<file path="config.mk">
export PLATFORM = sky130hd
export DESIGN_NAME = cp0_regfile_flat
export DESIGN_NICKNAME = d
export VERILOG_FILES = /design/src/rtl/cp0_regfile_pkg.sv /design/src/rtl/cp0_regfile_if.sv /design/src/rtl/cp0_regfile.sv /design/src/flat_wrapper.sv
export SDC_FILE = /design/constraint.sdc
export NUM_CORES = 1
export LEC_CHECK = 0
export BUFFER_PORTS_ARGS = -buffer_cell sky130_fd_sc_hd__buf_2
export CORE_AREA = 2 2 97 99
export DETAILED_ROUTE_END_ITERATION = 7
export DIE_AREA = 0 0 99 101
export PLACE_DENSITY_LB_ADDON = 0.2
export SLEW_MARGIN = 20
export SYNTH_ARGS = -nofsm -noshare
export SYNTH_HDL_FRONTEND = slang
export SYNTH_SLANG_ARGS = --single-unit
</file>
<file path="constraint.sdc">
create_clock -name clk -period 1.71 [get_ports clk]
set_clock_uncertainty 0.1 [all_clocks]
set_input_delay 0 -clock clk [delete_from_list [all_inputs] [get_ports clk]]
set_output_delay 0 -clock clk [all_outputs]
set_load 0.01 [all_outputs]
</file>
<file path="src/rtl/cp0_regfile_pkg.sv">
// Purpose: shared CP0 register indices, field positions and exception codes.
// Latency: n/a (constants and helpers only).
// Backpressure: n/a.
package cp0_defs;

    // Register indices as seen on the mfc0/mtc0 address fields
    localparam logic [4:0] CP0_SR    = 5'd12;
    localparam logic [4:0] CP0_CAUSE = 5'd13;
    localparam logic [4:0] CP0_EPC   = 5'd14;
    localparam logic [4:0] CP0_PRID  = 5'd15;

    // SR field positions
    localparam int IM_HI = 15;
    localparam int IM_LO = 10;
    localparam int EXL   = 1;
    localparam int IE    = 0;

    // Cause field positions
    localparam int BD     = 31;
    localparam int IP_HI  = 15;
    localparam int IP_LO  = 10;
    localparam int EXC_HI = 6;
    localparam int EXC_LO = 2;

    // ExcCode values shared with the exception-detect logic
    localparam logic [4:0] EXC_INT  = 5'd0;
    localparam logic [4:0] EXC_ADEL = 5'd4;
    localparam logic [4:0] EXC_ADES = 5'd5;
    localparam logic [4:0] EXC_RI   = 5'd10;
    localparam logic [4:0] EXC_OV   = 5'd12;

    // Word-align an address by clearing its low two bits
    function automatic logic [31:0] word_align(input logic [31:0] addr);
        return {addr[31:2], 2'b00};
    endfunction

endpackage

</file>
<file path="src/rtl/cp0_regfile_if.sv">
// Purpose: bundles the CP0 read/write, exception and status signals.
// Latency: n/a (wiring only).
// Backpressure: none; all signals are single-cycle level signals.
interface cp0_regfile_if;

    logic [4:0]  A1;
    logic [4:0]  A2;
    logic [31:0] DIn;
    logic        We;
    logic [31:0] PC;
    logic        BD;
    logic        Exception;
    logic [4:0]  Exc;
    logic [5:0]  HWInt;
    logic        EXLClr;
    logic [31:0] DOut;
    logic [31:0] EPC;
    logic        exl;
    logic        ie;
    logic [5:0]  im;

    // Pipeline side: drives requests, observes status
    modport master (
        output A1, A2, DIn, We, PC, BD, Exception, Exc, HWInt, EXLClr,
        input  DOut, EPC, exl, ie, im
    );

    // Register file side
    modport slave (
        input  A1, A2, DIn, We, PC, BD, Exception, Exc, HWInt, EXLClr,
        output DOut, EPC, exl, ie, im
    );

endinterface

</file>
<file path="src/rtl/cp0_regfile.sv">
// Purpose: CP0 SR/Cause/EPC/PRId storage with mfc0/mtc0/eret and exception capture.
// Latency: reads combinational; writes, captures and IP sampling visible one edge later.
// Backpressure: none; stalls/forwarding are handled by the surrounding pipeline.
module cp0_regfile
    import cp0_defs::*;
#(
    parameter logic [31:0] PRID     = 32'h0000_2017,
    parameter logic [31:0] SR_RESET = 32'h0000_0000
) (
    input  logic        clk,
    input  logic        reset,
    cp0_regfile_if.slave bus
);

    logic [5:0]  sr_im;
    logic        sr_exl;
    logic        sr_ie;
    logic        cause_bd;
    logic [5:0]  cause_ip;
    logic [4:0]  cause_exc;
    logic [31:0] epc_q;
    logic [31:0] dout;

    logic wr_sr;
    logic wr_epc;
    logic [31:0] victim_pc;
    logic        unused_bits;

    // mtc0 only lands when no exception claims the same edge
    assign wr_sr     = bus.We && !bus.Exception && (bus.A2 == CP0_SR);
    assign wr_epc    = bus.We && !bus.Exception && (bus.A2 == CP0_EPC);

    // A delay-slot victim restarts at the branch, one word earlier
    assign victim_pc = bus.BD ? (word_align(bus.PC) - 32'd4) : word_align(bus.PC);

    assign unused_bits = ^bus.PC[1:0];

    // SR: exception sets EXL; eret clears EXL but still lets a same-edge mtc0 set IM/IE
    always_ff @(posedge clk or posedge reset) begin
        if (reset) begin
            sr_im  <= SR_RESET[IM_HI:IM_LO];
            sr_exl <= SR_RESET[EXL];
            sr_ie  <= SR_RESET[IE];
        end else if (bus.Exception) begin
            sr_exl <= 1'b1;
        end else begin
            if (wr_sr) begin
                sr_im <= bus.DIn[IM_HI:IM_LO];
                sr_ie <= bus.DIn[IE];
            end
            if (bus.EXLClr) begin
                sr_exl <= 1'b0;
            end else if (wr_sr) begin
                sr_exl <= bus.DIn[EXL];
            end
        end
    end

    // Cause: IP tracks HWInt every edge; BD/ExcCode only change on exception capture
    always_ff @(posedge clk or posedge reset) begin
        if (reset) begin
            cause_bd  <= 1'b0;
            cause_ip  <= '0;
            cause_exc <= '0;
        end else begin
            cause_ip <= bus.HWInt;
            if (bus.Exception) begin
                cause_bd  <= bus.BD;
                cause_exc <= bus.Exc;
            end
        end
    end

    // EPC: exception capture wins over an mtc0 write
    always_ff @(posedge clk or posedge reset) begin
        if (reset) begin
            epc_q <= '0;
        end else if (bus.Exception) begin
            epc_q <= victim_pc;
        end else if (wr_epc) begin
            epc_q <= word_align(bus.DIn);
        end
    end

    // mfc0 read mux from current register contents, no write bypass
    always_comb begin
        dout = '0;
        case (bus.A1)
            CP0_SR: begin
                dout[IM_HI:IM_LO] = sr_im;
                dout[EXL]         = sr_exl;
                dout[IE]          = sr_ie;
            end
            CP0_CAUSE: begin
                dout[BD]            = cause_bd;
                dout[IP_HI:IP_LO]   = cause_ip;
                dout[EXC_HI:EXC_LO] = cause_exc;
            end
            CP0_EPC:  dout = epc_q;
            CP0_PRID: dout = PRID;
            default:  dout = '0;
        endcase
    end

    assign bus.DOut = dout;
    assign bus.EPC  = epc_q;
    assign bus.exl  = sr_exl;
    assign bus.ie   = sr_ie;
    assign bus.im   = sr_im;

endmodule

</file>
<file path="src/flat_wrapper.sv">
// flat-port wrapper written by rule: the top's interface ports become plain ports
module cp0_regfile_flat import cp0_defs::*;
#(
    parameter logic [31:0] PRID     = 32'h0000_2017,
    parameter logic [31:0] SR_RESET = 32'h0000_0000
)
  (clk, reset, bus_A1, bus_A2, bus_DIn, bus_We, bus_PC, bus_BD, bus_Exception, bus_Exc, bus_HWInt, bus_EXLClr, bus_DOut, bus_EPC, bus_exl, bus_ie, bus_im);
  cp0_regfile_if bus_i ();
  input  logic clk;
  input  logic reset;
  input wire logic [$bits(bus_i.A1)-1:0] bus_A1;
  input wire logic [$bits(bus_i.A2)-1:0] bus_A2;
  input wire logic [$bits(bus_i.DIn)-1:0] bus_DIn;
  input wire logic [$bits(bus_i.We)-1:0] bus_We;
  input wire logic [$bits(bus_i.PC)-1:0] bus_PC;
  input wire logic [$bits(bus_i.BD)-1:0] bus_BD;
  input wire logic [$bits(bus_i.Exception)-1:0] bus_Exception;
  input wire logic [$bits(bus_i.Exc)-1:0] bus_Exc;
  input wire logic [$bits(bus_i.HWInt)-1:0] bus_HWInt;
  input wire logic [$bits(bus_i.EXLClr)-1:0] bus_EXLClr;
  output wire logic [$bits(bus_i.DOut)-1:0] bus_DOut;
  output wire logic [$bits(bus_i.EPC)-1:0] bus_EPC;
  output wire logic [$bits(bus_i.exl)-1:0] bus_exl;
  output wire logic [$bits(bus_i.ie)-1:0] bus_ie;
  output wire logic [$bits(bus_i.im)-1:0] bus_im;
  assign bus_i.A1 = bus_A1;
  assign bus_i.A2 = bus_A2;
  assign bus_i.DIn = bus_DIn;
  assign bus_i.We = bus_We;
  assign bus_i.PC = bus_PC;
  assign bus_i.BD = bus_BD;
  assign bus_i.Exception = bus_Exception;
  assign bus_i.Exc = bus_Exc;
  assign bus_i.HWInt = bus_HWInt;
  assign bus_i.EXLClr = bus_EXLClr;
  assign bus_DOut = bus_i.DOut;
  assign bus_EPC = bus_i.EPC;
  assign bus_exl = bus_i.exl;
  assign bus_ie = bus_i.ie;
  assign bus_im = bus_i.im;
  cp0_regfile #(.PRID(PRID), .SR_RESET(SR_RESET)) u_core (.clk(clk), .reset(reset), .bus(bus_i));
endmodule
</file>
Yosys cells after proc, flatten, opt, wreduce, memory -nomap -nowiden
Cells that the tools add are included.
{ "classes": {"addsub": 1, "eq_ne": 6, "mux": 12, "bitwise_logic": 1, "reduce_logical": 7} }
{ "op_table": {"columns": ["cell", "count"], "rows": [
  ["$mux W32", 3],
  ["$sub A32 B3 Y32 const B", 1],
  ["$eq A5 B4 Y1 const B", 6],
  ["$pmux W6 S4", 1],
  ["$mux W15", 1],
  ["$pmux W5 S3", 1],
  ["$pmux W2 S3", 1],
  ["$logic_and A1 B1 Y1", 3],
  ["$mux W1", 3],
  ["$mux W3", 1],
  ["$reduce_bool A3 Y1", 1],
  ["$pmux W1 S2", 1],
  ["$reduce_and A2 Y1", 1],
  ["$reduce_bool A2 Y1", 1],
  ["$logic_not A1 Y1", 1],
  ["$not A1 Y1", 1]
]} }
{ "word_totals": {"register_bits": 52, "input_bits": 91} }

Longest topological paths before layout
{ "logic_depth": {"ltp_word": 6, "ltp_mapped": 7, "depth_no_buf": 6} }

Least setup slack after synthesis
OpenSTA, ideal clock, no wires.
{ "synth_timing": {"path_kind": "in2reg", "from": "input bus_PC[12]", "to": "register u_core.epc_q[31], in the netlist u_core.bus.EPC[31]", "setup_ps": 137, "arrival_ps": 1134, "required_ps": 1473, "path_slack_ps": 339, "path_stages": 5, "n_path_buf": 0, "path_cell_list": "nor4_2 nand4_1 nor4_1 xnor2_1 a21oi_1"} }
{ "synth_between": {"elab_chain_len": 3} }
{ "synth_rtl": {"columns": ["element", "line", "rtl"], "rows": [
  ["from (decl)", "flat_wrapper.sv:15", "input wire logic [$bits(bus_i.PC)-1:0] bus_PC;"],
  ["$sub A32 B3 Y32", "cp0_regfile.sv:34", "assign victim_pc = bus.BD ? (word_align(bus.PC) - 32'd4) : word_align(bus.PC);"],
  ["$mux W32", "cp0_regfile.sv:34", null],
  ["$mux W32", "cp0_regfile.sv:78", "end else if (bus.Exception) begin"],
  ["to (signal assigned)", "cp0_regfile.sv:79", "epc_q <= victim_pc;"],
  ["to (signal assigned)", "cp0_regfile.sv:81", "epc_q <= word_align(bus.DIn);"],
  ["to (decl)", "cp0_regfile.sv:21", "logic [31:0] epc_q;"]
]} }
No other way between the ends.
A chain may end at the register's enable or synchronous reset.

Final worst setup path
{ "layout_timing": {"from": "input bus_Exception", "to": "register u_core.epc_q[18], in the netlist u_core.bus.EPC[18]"} }
{ "layout_between": {"elab_chain_len": 4, "word_cells_on_any_way": 5} }
{ "layout_rtl": {"columns": ["element", "line", "rtl"], "rows": [
  ["from (decl)", "flat_wrapper.sv:17", "input wire logic [$bits(bus_i.Exception)-1:0] bus_Exception;"],
  ["$logic_not A1 Y1", "cp0_regfile.sv:31", "assign wr_epc = bus.We && !bus.Exception && (bus.A2 == CP0_EPC);"],
  ["$logic_and A1 B1 Y1 (2 in series)", "cp0_regfile.sv:31", null],
  ["$reduce_bool A2 Y1 (no line)", null, null]
]} }
Parallel ways exist; a longest one is shown, timed or not.

==> impl_metrics.tcl <==
set metrics [dict create \
    status "finished clean" \
    vias 3400 \
    holdPathStages 4 \
    grt_pass1_wl_um 16100 \
    clockRootBuffer "clkbuf_8" \
    ys_seq_area_frac 0.406 \
    synth_seq_cells 50 \
    synth_area_leaders "dfrtp_1 (41%), a211oi_1 (6.6%), xnor2_1 (6.5%)" \
    final_max_slew_viol_count 0 \
    synth_cells 333 \
    fmax_mhz 614 \
    initial_core_util 0.343 \
    syn_area_um2 3080 \
    drtIter0Drc 117 \
    synth_area_leader_cell "dfrtp_1" \
    numCtsBuffers 5 \
    placed_area_um2 4020 \
    finalNonFillerCells 683 \
    tightestPinTransition_ns 0.709 \
    drtAntennaViolNets 0 \
    utilization 0.556 \
    ctsHtreeMaxLevel 2 \
    grt_max_degree 68 \
    tns_ns 0 \
    cts_tree "yes" \
    wire_per_inst_um 16.0 \
    power_leakage_nw 2.23 \
    core-area_um2 8980 \
    hold_viol 0 \
    fin_nets 663 \
    drive_above_1_share 0.362 \
    min_period_over_period 0.952 \
    hold-path-endpoint "u_core.bus.EPC[13]$_DFFE_PP0P_" \
    vdd_drop_max_v 0.000334 \
    final_common_cell "buf_2" \
    cpPeakStageDelay_ns 0.59 \
    multi_input_area_um2 1770 \
    num_rows 35 \
    grt_usage 0.201 \
    synth_ff_type "dfrtp_1" \
    worstPathCellList "buf_2 > nand4bb_4 > nor3_4 > clkbuf_16 > nor2b_1 > a211oi_1 > a21oi_1 > dlygate4sd3_1" \
    antennaDiodeCount 0 \
    clk_pin_slew_ns 0.11 \
    rsz0062_at_grt "yes" \
    synth.top_cell.area_share 0.406 \
    hp-start "bus_PC[11]" \
    design_area_um2 4990 \
    post-place-cells 593 \
    fill_cells 859 \
    slew_headroom 0.527 \
    path_max_fanout 14 \
    ff2ff_setup_slack_ns 0.13 \
    grt_pass1_vias 3317 \
    p_per_area_nw_per_um2 591 \
    globalplace.congestion 0.801 \
    routed_wirelength_um 11000 \
    antenna_found_initial 0 \
    async_flop_share 1.00 \
    drc 0 \
    synth_edf_count 0 \
    startpoint_type "input pin" \
    ff2ff_path_depth 4 \
    final_cell_mix "buf_2 (158), dlygate4sd3_1 (78), dfrtp_1 (50)" \
    clkSinkCount 50 \
    insertion_delay_ns 0.31 \
    routed_via_density 4.98 \
    critPathKind "in -> reg" \
    drt_first_pass_iters 4 \
    dp_hpwl_um 6990 \
    hp-class "in -> reg" \
    path_delay_family "buffers and inverters" \
    min_period_ns 1.63 \
    cp.required_ns 1.81 \
    finalHoldWorstSlack_ns 0.0189 \
    die_w_um 99 \
    setup_violations 0 \
    grt_overflow_total 0 \
    io_pins 163 \
    clockBufferDepth 2 \
    die_h_um 101 \
    regArea_um2 1250 \
    area_delta_synth_final_pct 62.0 \
    io_buffer_count 158 \
    synth.avg_cell_area_um2 9.25 \
    worst_path_max_delay_cell "dlygate4sd3_1" \
    drv_cap 0 \
    r2r_start "u_core.bus.EPC[18]$_DFFE_PP0P_" \
    arrival_ns 1.73 \
    die_area_um2 10000 \
    r2r-end "u_core.bus.EPC[18]$_DFFE_PP0P_" \
    synth_cell_type_count 40 \
    crit_path_end_kind "flop" \
    synth_warnings 0 \
    worst-path-buf-inv 3 \
]
-- power breakdown --
part	switching [W]	leakage [nW]	total, W	internal, W
Clock	0.000453	0.0502	0.000757	0.000304
Combinational	0.000381	1.60	0.000820	0.000439
Sequential	0.0000740	0.582	0.00137	0.00129
-- cells in the mapped netlist, drive strengths merged (2+ instances only) --
cell,count
a211oi,27
a21oi,34
a22oi,4
and2,18
buf,8
clkbuf,14
dfrtp,50
inv,3
mux2,13
mux2i,10
nand2,16
nand2b,2
nand3,3
nand4,2
nand4b,2
nor2,24
nor2b,29
nor3,13
nor4,12
nor4b,2
o21ai,7
or3,2
xnor2,23
xor2,5
-- timing repair --
item | 4_1_cts | 5_1_grt
hold buffers | 78 | 0
endpoints found under the hold margin | 82 | 0
gates resized for setup | 0 | 7
setup endpoints to repair | 0 | 5
buffers inserted | 0 | 2
-- worst min-delay path: stages --
cell	delay (ns)
buf_2	0.13
nor4_1	0.07
xnor2_1	0.14
a21oi_1	0.06
-- sequential cells by signal (all words and copies together), names as in the netlist --
name / cells
u_core.bus.EPC: 30
u_core.bus.exl: 1
u_core.bus.ie: 1
u_core.bus.im: 6
u_core.cause_bd: 1
u_core.cause_exc: 5
u_core.cause_ip: 6
-- kinds of logic (layout without fill, tap and decap cells) --
group / count (synthesis) / count (layout) / share of synthesized area
AOI/OAI and AO/OA: 75 / 75 / 0.149
xor gates and xnor gates: 28 / 28 / 0.0796
adders and majority gates: 1 / 1 / 0.00406
buffers and inverters: 25 / 263 / 0.0349
DFF: 50 / 50 / 0.406
muxes: 23 / 23 / 0.0800
other: 1 / 2 / 0.00122
and+or+nand+nor: 130 / 130 / 0.245
-- cell type report --
type / instances / area share
clock inverters: 3 / 0.00577
well taps: 111 / 0.0278
repair buffers: 252 / 0.344
clock buffers: 5 / 0.0138
multi-input cells: 259 / 0.355
inverters: 3 / 0.00226
flip-flops and latches: 50 / 0.251
-- metrics by stage --
stage                     setup WS, ns  total power [W]
after floorplan                  0.339          0.00173
after global placement          0.0492          0.00204
after detailed placement        0.0463          0.00205
after CTS                       0.0327          0.00295
after global routing           -0.0156          0.00311
final                           0.0820          0.00295
-- how the worst max path moves through the flow --
stage	from	endpoint	slack, ns	cells past startpoint
4_1_cts	bus_Exception	u_core.bus.EPC[18]$_DFFE_PP0P_	0.03	8
3_5_place_dp	bus_Exception	u_core.bus.im[0]$_DFFE_PP0P_	0.05	4
6_report	bus_Exception	u_core.bus.EPC[18]$_DFFE_PP0P_	0.08	8
2_1_floorplan	bus_PC[12]	u_core.bus.EPC[31]$_DFFE_PP0P_	0.34	5
3_3_place_gp	bus_PC[6]	u_core.bus.EPC[22]$_DFFE_PP0P_	0.05	7
5_1_grt	bus_PC[26]	u_core.bus.EPC[31]$_DFFE_PP0P_	-0.02	7
-- per-layer routing --
| layer | vias up | GRT usage | share of wire |
|---|---|---|---|
| met5 | - | 0 | 0 |
| met4 | 0 | 0.0653 | 0.019 |
| met3 | 14 | 0.0291 | 0.059 |
| met2 | 125 | 0.338 | 0.48 |
| met1 | 1606 | 0.266 | 0.44 |
| li1 | 1655 | - | - |
Note: power is estimated with default switching activity, not from simulation.
